File: config.mk
export PLATFORM = sky130hd
export DESIGN_NAME = wb_host_master
export DESIGN_NICKNAME = d
export VERILOG_FILES = /design/src/rtl/wb_host_master.sv
export SDC_FILE = /design/constraint.sdc
export NUM_CORES = 1
export LEC_CHECK = 0
export CAP_MARGIN = 10
export CORE_MARGIN = 3
export CORE_UTILIZATION = 35
export DETAILED_ROUTE_END_ITERATION = 16
export HOLD_SLACK_MARGIN = 0.12
export PLACE_DENSITY_LB_ADDON = 0.3
export SLEW_MARGIN = 20
export SYNTH_ARGS = -nofsm -noshare
export SYNTH_HDL_FRONTEND = slang
export SYNTH_SLANG_ARGS = --single-unit
export TNS_END_PERCENT = 10
File: constraint.sdc
create_clock -name wb_clk_i -period 5.37 [get_ports wb_clk_i]
set_clock_uncertainty 0.1 [all_clocks]
set_input_delay 0.537 -clock wb_clk_i [delete_from_list [all_inputs] [get_ports wb_clk_i]]
set_output_delay 0.537 -clock wb_clk_i [all_outputs]
set_load 0.01 [all_outputs]
File: src/rtl/wb_host_master.sv
// Wishbone classic single-beat initiator: turns requester commands into cyc/stb cycles
// and returns read data and status on a valid/ready response channel with timeout abort.
module wb_host_master #(
    parameter int unsigned AW      = 32,
    parameter int unsigned DW      = 32,
    parameter int unsigned TIMEOUT = 255
) (
    input  logic              wb_clk_i,
    input  logic              wb_rst_i,
    input  logic              cmd_valid,
    output logic              cmd_ready,
    input  logic              cmd_we,
    input  logic [AW-1:0]     cmd_adr,
    input  logic [DW-1:0]     cmd_dat,
    input  logic [DW/8-1:0]   cmd_sel,
    output logic              rsp_valid,
    input  logic              rsp_ready,
    output logic [DW-1:0]     rsp_dat,
    output logic              rsp_err,
    output logic              rsp_tout,
    output logic              busy,
    output logic              wbm_cyc_o,
    output logic              wbm_stb_o,
    output logic              wbm_we_o,
    output logic [AW-1:0]     wbm_adr_o,
    output logic [DW-1:0]     wbm_dat_o,
    output logic [DW/8-1:0]   wbm_sel_o,
    input  logic [DW-1:0]     wbm_dat_i,
    input  logic              wbm_ack_i,
    input  logic              wbm_err_i
);

    localparam int unsigned SELW      = DW / 8;
    localparam int unsigned CNTW      = 16;
    localparam bit          TOUT_EN   = (TIMEOUT != 0);
    localparam logic [CNTW-1:0] TOUT_LAST = (TIMEOUT == 0) ? CNTW'(0) : CNTW'(TIMEOUT - 1);

    typedef enum logic [1:0] {
        ST_IDLE = 2'd0,
        ST_BUS  = 2'd1,
        ST_RESP = 2'd2
    } state_t;

    state_t            state_q, state_d;
    logic [CNTW-1:0]   cnt_q, cnt_d;
    logic              cmd_ready_q, cmd_ready_d;
    logic              busy_q, busy_d;
    logic              cyc_q, cyc_d;
    logic              stb_q, stb_d;
    logic              we_q, we_d;
    logic [AW-1:0]     adr_q, adr_d;
    logic [DW-1:0]     dat_q, dat_d;
    logic [SELW-1:0]   sel_q, sel_d;
    logic              rsp_valid_q, rsp_valid_d;
    logic [DW-1:0]     rsp_dat_q, rsp_dat_d;
    logic              rsp_err_q, rsp_err_d;
    logic              rsp_tout_q, rsp_tout_d;

    // Next-state and registered-output computation
    always_comb begin
        state_d     = state_q;
        cnt_d       = '0;
        cmd_ready_d = cmd_ready_q;
        cyc_d       = cyc_q;
        stb_d       = stb_q;
        we_d        = we_q;
        adr_d       = adr_q;
        dat_d       = dat_q;
        sel_d       = sel_q;
        rsp_valid_d = rsp_valid_q;
        rsp_dat_d   = rsp_dat_q;
        rsp_err_d   = rsp_err_q;
        rsp_tout_d  = rsp_tout_q;

        case (state_q)
            ST_IDLE: begin
                cmd_ready_d = 1'b1;
                if (cmd_valid && cmd_ready_q) begin
                    state_d     = ST_BUS;
                    cmd_ready_d = 1'b0;
                    cyc_d       = 1'b1;
                    stb_d       = 1'b1;
                    we_d        = cmd_we;
                    adr_d       = cmd_adr;
                    sel_d       = cmd_sel;
                    dat_d       = cmd_we ? cmd_dat : '0;
                end
            end
            ST_BUS: begin
                if (wbm_err_i || wbm_ack_i || (TOUT_EN && (cnt_q == TOUT_LAST))) begin
                    state_d     = ST_RESP;
                    cyc_d       = 1'b0;
                    stb_d       = 1'b0;
                    rsp_valid_d = 1'b1;
                    rsp_err_d   = 1'b1;
                    rsp_tout_d  = 1'b0;
                    rsp_dat_d   = '0;
                    // err outranks ack; timeout only when the slave is silent
                    if (!wbm_err_i && wbm_ack_i) begin
                        rsp_err_d = 1'b0;
                        rsp_dat_d = we_q ? '0 : wbm_dat_i;
                    end else if (!wbm_err_i) begin
                        rsp_tout_d = 1'b1;
                    end
                end else begin
                    cnt_d = cnt_q + CNTW'(1);
                end
            end
            ST_RESP: begin
                if (rsp_ready) begin
                    state_d     = ST_IDLE;
                    cmd_ready_d = 1'b1;
                    rsp_valid_d = 1'b0;
                    rsp_dat_d   = '0;
                    rsp_err_d   = 1'b0;
                    rsp_tout_d  = 1'b0;
                end
            end
            default: begin
                state_d     = ST_IDLE;
                cmd_ready_d = 1'b0;
                cyc_d       = 1'b0;
                stb_d       = 1'b0;
                rsp_valid_d = 1'b0;
            end
        endcase

        busy_d = (state_d != ST_IDLE);
    end

    always_ff @(posedge wb_clk_i or posedge wb_rst_i) begin
        if (wb_rst_i) begin
            state_q     <= ST_IDLE;
            cnt_q       <= '0;
            cmd_ready_q <= 1'b0;
            busy_q      <= 1'b0;
            cyc_q       <= 1'b0;
            stb_q       <= 1'b0;
            we_q        <= 1'b0;
            adr_q       <= '0;
            dat_q       <= '0;
            sel_q       <= '0;
            rsp_valid_q <= 1'b0;
            rsp_dat_q   <= '0;
            rsp_err_q   <= 1'b0;
            rsp_tout_q  <= 1'b0;
        end else begin
            state_q     <= state_d;
            cnt_q       <= cnt_d;
            cmd_ready_q <= cmd_ready_d;
            busy_q      <= busy_d;
            cyc_q       <= cyc_d;
            stb_q       <= stb_d;
            we_q        <= we_d;
            adr_q       <= adr_d;
            dat_q       <= dat_d;
            sel_q       <= sel_d;
            rsp_valid_q <= rsp_valid_d;
            rsp_dat_q   <= rsp_dat_d;
            rsp_err_q   <= rsp_err_d;
            rsp_tout_q  <= rsp_tout_d;
        end
    end

    assign cmd_ready = cmd_ready_q;
    assign busy      = busy_q;
    assign wbm_cyc_o = cyc_q;
    assign wbm_stb_o = stb_q;
    assign wbm_we_o  = we_q;
    assign wbm_adr_o = adr_q;
    assign wbm_dat_o = dat_q;
    assign wbm_sel_o = sel_q;
    assign rsp_valid = rsp_valid_q;
    assign rsp_dat   = rsp_dat_q;
    assign rsp_err   = rsp_err_q;
    assign rsp_tout  = rsp_tout_q;

endmodule

[Word-level counts from Yosys, hierarchy flattened]
Cells that the tools add are included.
Storage, ports and cells
  bits in registers: 125
  bits of input ports: 107
  word-level logic and storage cells: 64
Cells by class
  $add $sub $neg: 1
  eq/ne operators: 6
  multiplexer cells: 28
  bitwise gates (word level): 3
  reduce and logical (&&, ||, !) cells: 13
Operator list (count)
  $mux W32: 5
  $pmux W32 S2: 1
  $mux W16: 2
  $add A16 B1 Y16 const B: 1
  $eq A16 B8 Y1 const B: 1
  $mux W1: 11
  $pmux W1 S3: 3
  $reduce_and A3 Y1: 3
  $mux W2: 3
  $ne A2 B2 Y1 const B: 3
  $pmux W2 S3: 1
  $pmux W1 S2: 2
  $reduce_and A2 Y1: 2
  $reduce_bool A2 Y1: 2
  $not A1 Y1: 3
  $eq A2 B1 Y1 const B: 1
  $eq A2 B2 Y1 const B: 1
  $logic_and A1 B1 Y1: 2
  $logic_not A2 Y1: 1
  $logic_or A1 B1 Y1: 2
  $logic_not A1 Y1: 1

[Longest topological paths before layout]
Gate-level depths: netlist of the first run.
  depth in word-level cells: 5
  mapped depth: 7

[Worst setup path after synthesis of the first run]
Ideal clock, no wire load.
  kind: register to register
  start: reg cnt_q[12]
  end: reg rsp_dat_q[0] (netlist: rsp_dat[0])
  data arrival time: 1.719 ns
  data required time: 5.149 ns
  setup slack: 3.430 ns
  cell stages (with the launch flop): 6
  buffers on the path: 1
  period minus slack after synthesis: 1.940 ns
  cells stage by stage: dfrtp_1 -> or4_4 -> nor4_4 -> a21oi_2 -> buf_6 -> a22o_1
Between the ends
  cells in the longest elaborated chain, start to end: 4
Ends and longest elaborated chain
  start, declared: line 45  | logic [CNTW-1:0] cnt_q, cnt_d;
  start signal, assigned: line 149  | cnt_q <= cnt_d;
  $eq A16 B8 Y1: line 90  | if (wbm_err_i || wbm_ack_i || (TOUT_EN && (cnt_q == TOUT_LAST))) begin
  $logic_or A1 B1 Y1: line 90
  $ne A2 B2 Y1 (no line)
  $reduce_and A3 Y1 (no line)
  end signal, assigned: line 159  | rsp_dat_q <= rsp_dat_d;
  end, declared: line 55  | logic [DW-1:0] rsp_dat_q, rsp_dat_d;
No other way between the ends.
A chain may end at the register's enable or synchronous reset.

[Worst setup path after layout of the first run]
  start: reg state_q[1]
  end: reg adr_q[30] (netlist: wbm_adr_o[30])
Between the ends
  cells in the longest elaborated chain, start to end: 2
Ends and longest elaborated chain
  start, declared: line 44  | state_t state_q, state_d;
  start signal, assigned: line 148  | state_q <= state_d;
  $logic_not A2 Y1: line 75  | case (state_q)
  $reduce_and A2 Y1 (no line)
  end signal, assigned: line 155  | adr_q <= adr_d;
  end, declared: line 51  | logic [AW-1:0] adr_q, adr_d;
No other way between the ends.

==> results of run 1 <==
cell families after synthesis:
logic type               share of synthesized area, %
AO/OA/AOI/OAI                                    7.08
XOR/XNOR                                         2.48
adder cells (fa/ha/maj)                         0.505
buffers and inverters                            3.36
flip-flops                                       63.2
AND/OR/NAND/NOR                                  23.4
power breakdown:
| group | leakage, nW | switching, mW | total, mW | internal, mW |
|---|---|---|---|---|
| registers | 1.64 | 0.224 | 1.54 | 1.32 |
| logic | 1.66 | 0.767 | 1.66 | 0.895 |
| clock network | 0.270 | 0.426 | 1.12 | 0.693 |
flip-flops by register name (all words and copies together) (netlist names):
name / count
wbm_dat_o: 32
cmd_ready: 1
rsp_err: 1
rsp_valid: 1
rsp_tout: 1
wbm_we_o: 1
busy: 1
wbm_stb_o: 1
cnt_q: 16
rsp_dat: 32
state_q: 2
wbm_sel_o: 4
wbm_adr_o: 32
routing by layer:
layer / global-route usage [%] / up-vias / routed length, um
li1: - / 2033 / -
met1: 22.2 / 2043 / 5670
met2: 27.9 / 176 / 6260
met3: 8.70 / 17 / 1360
met4: 5.74 / 0 / 208
met5: 0 / - / 0
tightest hold or removal path, delay by kind of cell (launching register included):
| kind | cells | cell delay [ns] |
|---|---|---|
| AND/OR/NAND/NOR | 2 | 0.10 |
| flip-flops | 1 | 0.34 |
layout make-up:
type,instances,area [um^2]
clock buffer,18,439
clock inverter,14,146
fill,1173,5770
inverter,5,21.3
multi-input combinational,330,1670
sequential,125,3130
tap,176,220
timing repair buffer,218,2170
stage by stage:
step | worst slack (ns) | total power [mW] | std cells | util [%] | hold WS (ns)
floorplan | 1.41 | 2.25 | 490 | - | 0.380
global placement | 2.72 | 3.18 | 854 | 53.1 | 0.350
detailed placement | 2.52 | 3.23 | 854 | 53.1 | 0.356
CTS | 2.86 | 4.38 | 886 | 57.5 | 0.369
global route | 2.99 | 4.61 | 886 | 57.5 | 0.385
finish | 3.14 | 4.32 | 886 | 57.5 | 0.366
path summary, 6_finish.rpt:
kind	start	to	slack, ns	cells past startpoint
setup / recovery	state_q[1]	wbm_adr_o[30]	3.14	5
max in group asynchronous	wb_rst_i	cnt_q[15]	3.36	3
hold reg to reg	wbm_dat_o[17]	wbm_dat_o[17]	0.37	2
hold / removal	wbm_dat_o[17]	wbm_dat_o[17]	0.37	2
min in group asynchronous	wb_rst_i	rsp_dat[9]	0.61	2
setup reg to reg	state_q[1]	wbm_adr_o[30]	3.14	5
layout by cell type, fill, tap and decap left out, types with 2 or more instances in the layout:
cell             synthesis  final
a21oi_1                  4      4
a22o_1                  32     32
buf_4                    2      4
bufinv_16                0      2
clkbuf_16                0     17
clkdlybuf4s50_1          0    213
clkinv_2                 0      3
clkinv_4                 0      3
clkinvlp_4               0      6
dfrtp_1                125    125
ha_1                     2      2
inv_1                    5      4
nand2_1                185    185
nand2b_1                 2      2
nand3_1                 37     37
nand4_1                  5      5
nor2_1                  22     22
nor3_1                   6      6
nor4_1                   3      3
o21ai_0                  2      2
xnor2_1                 10     10
xor2_1                   4      4
==> out/summary.log, run 1 <==
INFO  sta            setup-violations-final=0
INFO  synthesis      synth_top_area_share=63.2%
INFO  critical_path  critical_path_peak_fanout=43
INFO  critical_path  worstPathBufferInverterCount=1
INFO  hold_path      worst_hold_path_type=reg2reg
INFO  layout         layout-drive-gt1-share=6.34%
INFO  cts            source_to_sink_clock_delay_at_the_later_pin_of_the_worst_skew_pair=0.41ns
INFO  sta            maxSlewHeadroom=37.1%
INFO  global_routing first_global_vias=4337
INFO  sta            fin_crit=2.23ns
INFO  critical_path  kind_of_cell_with_the_highest_combined_delay_on_the_critical_path=simple AND/OR/NAND/NOR gates
INFO  critical_path  cpPeakStageDelay=0.76ns
INFO  status         run_status=finished clean
INFO  layout         antenna-diode-count=0
INFO  floorplan      num_rows=42
INFO  cts            cts_num_sinks=125
INFO  routing        detail_route.wl_per_cell=15.2um
INFO  floorplan      die_height=125um
INFO  global_routing globalRouteTotalUtil=18.0%
INFO  global_routing grt_antenna_before_repair=0
INFO  sta            max_clk_rate=448MHz
INFO  global_routing global_route.overflow_total=0
INFO  placed_design  place.gp.congestion=0.766
INFO  cts            depth_of_the_cts_h_tree=4
INFO  layout         area_delta_synth_final=57.4%
INFO  synthesis      postSynth.topFlopCell=dfrtp_1
INFO  power_and_ir_drop static-leakage-power=3.57nW
INFO  floorplan      dieWidth=125um
INFO  routing        postRouteAntennaNets=0
INFO  synthesis      post_synth_main_area_contributors=dfrtp_1 (63%), nand2_1 (14%), a22o_1 (5.7%)
INFO  synthesis      synth_top_area_cell=dfrtp_1
INFO  synthesis      synthMostInstantiatedCell=nand2_1
INFO  placed_design  place.port_buffers=214
INFO  cts            post_cts.repair.setup_buffers=0
INFO  floorplan      dieArea=0.0156mm^2
INFO  critical_path  cp_data_arrival_time=2.43ns
INFO  global_routing first_pass_grt_wire_length=22500um
INFO  cts            cts_made_buffers=17
INFO  floorplan      number_of_top_level_design_ports=215
INFO  synthesis      synth_sequential_area_ratio=63.2%
INFO  synthesis      synth.cells.most_frequent=nand2_1 (185), dfrtp_1 (125), nand3_1 (37)
INFO  routing        post_detailed_route_drc_marker_count=0
INFO  power_and_ir_drop power_density=555mW/mm^2
INFO  synthesis      ys_async_sr_fraction=100%
INFO  synthesis      number_of_synthesized_flops_with_an_enable_pin=0
INFO  critical_path  worst_path_max_delay_cell=or3b_2
INFO  placed_design  post-dp-hpwl=9360um
INFO  cts            postCtsResizedCells=0
INFO  critical_path  critical_path.startpoint_type=flop
INFO  floorplan      core-area=0.0136mm^2
INFO  synthesis      postSynthNetCount=599
INFO  synthesis      yosys.cell_types.count=33
INFO  layout         postLayoutCellArea=0.00779mm^2
INFO  sta            fin_tns_setup=0ns
INFO  sta            final_min_period_over_clock_period=41.5%
INFO  routing        finalWirelength=13500um
INFO  synthesis      post_synth_instance_area=0.00495mm^2
INFO  placed_design  place_area=0.00721mm^2
INFO  layout         final_net_count=806
INFO  routing        post_drt_via_cell_ratio=4.82
INFO  synthesis      avgSynthCellArea=10.1um^2
INFO  cts            cts_root_buf=clkbuf_16
INFO  cts            clock_tree.buffer_depth=2
INFO  floorplan      starting_density=36.5%
INFO  routing        drt_pass1_iterations=4
INFO  sta            timing_max_transition_violations_final=0
INFO  routing        detailroute.via_count=4269
INFO  sta            worst_slew_pin_slew=0.943ns
INFO  cts            cts_tree=built
INFO  critical_path  crit_type=reg2reg
INFO  sta            rsz0062_at_grt=false
INFO  global_routing grt_max_degree=80
INFO  cts            cts_hold_buf=0
INFO  job            max-cap-violations=0
INFO  critical_path  crit_chain=nand2b_1 -> or3b_2 -> buf_4 -> nand2_1 -> nand2_1
INFO  synthesis      post_synth_inst_count=490
INFO  cts            clkSlewWorstSetupHoldPaths=0.06ns
INFO  critical_path  worst_ep_required_time=5.56ns
INFO  sta            hold_violations=0
INFO  critical_path  critical-path-top-cell-by-count=nand2_1
INFO  routing        detailedRoute.firstIterationViolations=170
INFO  critical_path  timing.critical_path.to_type=flop
INFO  synthesis      synth-seq-cells=125
INFO  power_and_ir_drop vdd.ir_drop.worst=0.272mV
INFO  synthesis      yosysWarningCount=0
No activity file was read; power rests on OpenSTA's default activity.
==> run 2: changes to the inputs <==
- clock period: 5.37 -> 2 ns (I/O delays scaled with it)
==> run 2 against run 1 <==
  * Critical path depth is the same
  * Sequential share of layout area shrank 1.1 points
  * Combinational power grew to 2.8 times the previous value
  * Power grew to 2.7 times the previous value
  * Count of clock-buffer cells in the layout shrank 1
  * Sequential cell count is the same
  * Die area is the same
  * Wire length grew 2.8%
  * Critical endpoint is now rsp_dat[8]
==> out/summary.log, run 2 (synthesized netlist as in run 1, its figures left out) <==
INFO  floorplan      core-area=0.0136mm^2
INFO  floorplan      starting_density=36.5%
INFO  placed_design  place.port_buffers=214
INFO  critical_path  timing.reg2reg.worst_path_depth=5
INFO  placed_design  dpl_worst_slack=0.0182ns
INFO  routing        detail_route.wl_per_cell=15.3um
INFO  placed_design  place_area=0.00742mm^2
INFO  floorplan      number_of_top_level_design_ports=215
INFO  critical_path  crit_type=reg2reg
INFO  power_and_ir_drop static-leakage-power=3.69nW
INFO  layout         area_delta_synth_final=61.7%
INFO  critical_path  cpPeakStageDelay=0.55ns
INFO  power_and_ir_drop power_density=1460mW/mm^2
INFO  sta            max_clk_rate=504MHz
INFO  routing        drt_pass1_iterations=4
INFO  power_and_ir_drop vdd.ir_drop.worst=0.788mV
INFO  placed_design  place.gp.congestion=0.781
INFO  sta            rsz0062_at_grt=true
INFO  global_routing global_route.overflow_total=0
INFO  cts            cts_made_buffers=17
INFO  layout         fill_cells=1154
INFO  sta            fin_tns_setup=0ns
INFO  sta            final_min_period_over_clock_period=99.2%
INFO  critical_path  critical_path.startpoint_type=flop
INFO  hold_path      worst_hold_path_type=in2reg
INFO  routing        post_drt_via_cell_ratio=4.79
INFO  routing        postRouteAntennaNets=0
INFO  global_routing first_pass_grt_wire_length=23000um
INFO  cts            depth_of_the_cts_h_tree=4
INFO  sta            maxSlewHeadroom=60.6%
INFO  sta            hold_violations=0
INFO  sta            setup-violations-final=0
INFO  cts            clkSlewWorstSetupHoldPaths=0.05ns
INFO  hold_path      min_delay_path_depth=3
INFO  global_routing first_global_vias=4552
INFO  sta            worst_slew_pin_slew=0.590ns
INFO  status         run_status=finished clean
INFO  floorplan      dieArea=0.0156mm^2
INFO  critical_path  timing.critical_path.to_type=flop
INFO  global_routing grt_max_degree=47
INFO  cts            source_to_sink_clock_delay_at_the_later_pin_of_the_worst_skew_pair=0.41ns
INFO  cts            cts_root_buf=clkbuf_16
INFO  global_routing grt_antenna_before_repair=0
INFO  job            max-cap-violations=0
INFO  sta            fin_crit=1.98ns
INFO  floorplan      num_rows=42
INFO  layout         fin_util=59.1%
INFO  sta            timing_max_transition_violations_final=0
INFO  routing        post_detailed_route_drc_marker_count=0
INFO  layout         postLayoutCellArea=0.00801mm^2
INFO  sta            fin_ws=0.0159ns
INFO  cts            clock_tree.buffer_depth=2
INFO  routing        finalWirelength=13900um
INFO  critical_path  worst_ep_required_time=2.19ns
INFO  cts            cts_num_sinks=125
INFO  global_routing globalRouteTotalUtil=18.3%
INFO  layout         final_net_count=826
INFO  critical_path  critical_path_peak_fanout=32
INFO  placed_design  post-dp-hpwl=10000um
INFO  layout         mostFrequentLayoutCell=clkdlybuf4s50_1
INFO  layout         antenna-diode-count=0
INFO  critical_path  cp_data_arrival_time=2.17ns
INFO  routing        detailedRoute.firstIterationViolations=146
INFO  floorplan      dieWidth=125um
INFO  critical_path  worst_path_max_delay_cell=or4_4
INFO  layout         layout-drive-gt1-share=8.50%
INFO  cts            cts_tree=built
INFO  routing        detailroute.via_count=4331
INFO  layout         most-common-layout-cells=clkdlybuf4s50_1 (214), nand2_1 (185), dfrtp_1 (125), nand3_1 (37), a22o_1 (32)
INFO  critical_path  crit_chain=or4_4 -> nor4_4 -> a21oi_2 -> buf_12 -> a22o_1
INFO  floorplan      die_height=125um
==> run 2: final cells by class <==
| class | count | area (um^2) | area share, % |
|---|---|---|---|
| Multi-Input combinational cell | 330 | 1660 | 20.8 |
| Sequential cell | 125 | 3130 | 39.1 |
| Inverter | 5 | 22.5 | 0.281 |
| Clock inverter | 14 | 148 | 1.84 |
| Tap cell | 176 | 220 | 2.75 |
| Timing Repair Buffer | 238 | 2400 | 30.0 |
| Clock buffer | 17 | 425 | 5.31 |
==> run 2: through the flow <==
step	power, mW	hold slack, ns	instances
floorplan	6.04	0.205	490
global placement	8.70	0.349	872
detailed placement	8.82	0.356	872
CTS	11.8	0.195	904
global route	12.4	0.202	905
finish	11.7	0.214	905
==> run 2: report_power, final <==
group	total, mW	internal, mW	switching, mW
logic	4.64	2.54	2.10
registers	4.12	3.54	0.585
clock network	2.95	1.82	1.13
==> run 2: worst max-delay path: cells and delay by family (launching register included) <==
family                 cells  cell delay [ns]
flip-flops                 1             0.38
buffers and inverters      1             0.18
AND/OR/NAND/NOR            2             0.83
AO/OA/AOI/OAI              2             0.38
==> run 2: worst paths after layout <==
path                                from             to  slack (ns)
max reg2reg                    cnt_q[12]     rsp_dat[8]        0.02
max in group asynchronous       wb_rst_i   wbm_dat_o[4]        0.54
min reg2reg                wbm_dat_o[21]  wbm_dat_o[21]        0.36
max                            cnt_q[12]     rsp_dat[8]        0.02
min                          cmd_adr[24]  wbm_adr_o[24]        0.21
min in group asynchronous       wb_rst_i     rsp_dat[0]        0.69
==> run 2: what timing repair did <==
action,4_1_cts,5_1_grt
pin swaps,1,33
endpoints found under the setup margin,1,49
buffers inserted,0,1
endpoints found under the hold margin,22,0
hold buffers,1,0
resized for setup,0,0
==> run 2: per-layer routing <==
metal  up-vias  share of wire [%]  GRT usage (%)
met2       150                 48           29.3
met4         0                1.5           6.38
met5         -                  0              0
met3        17                8.3           7.93
met1      2094                 42           22.2
li1       2070                  -              -
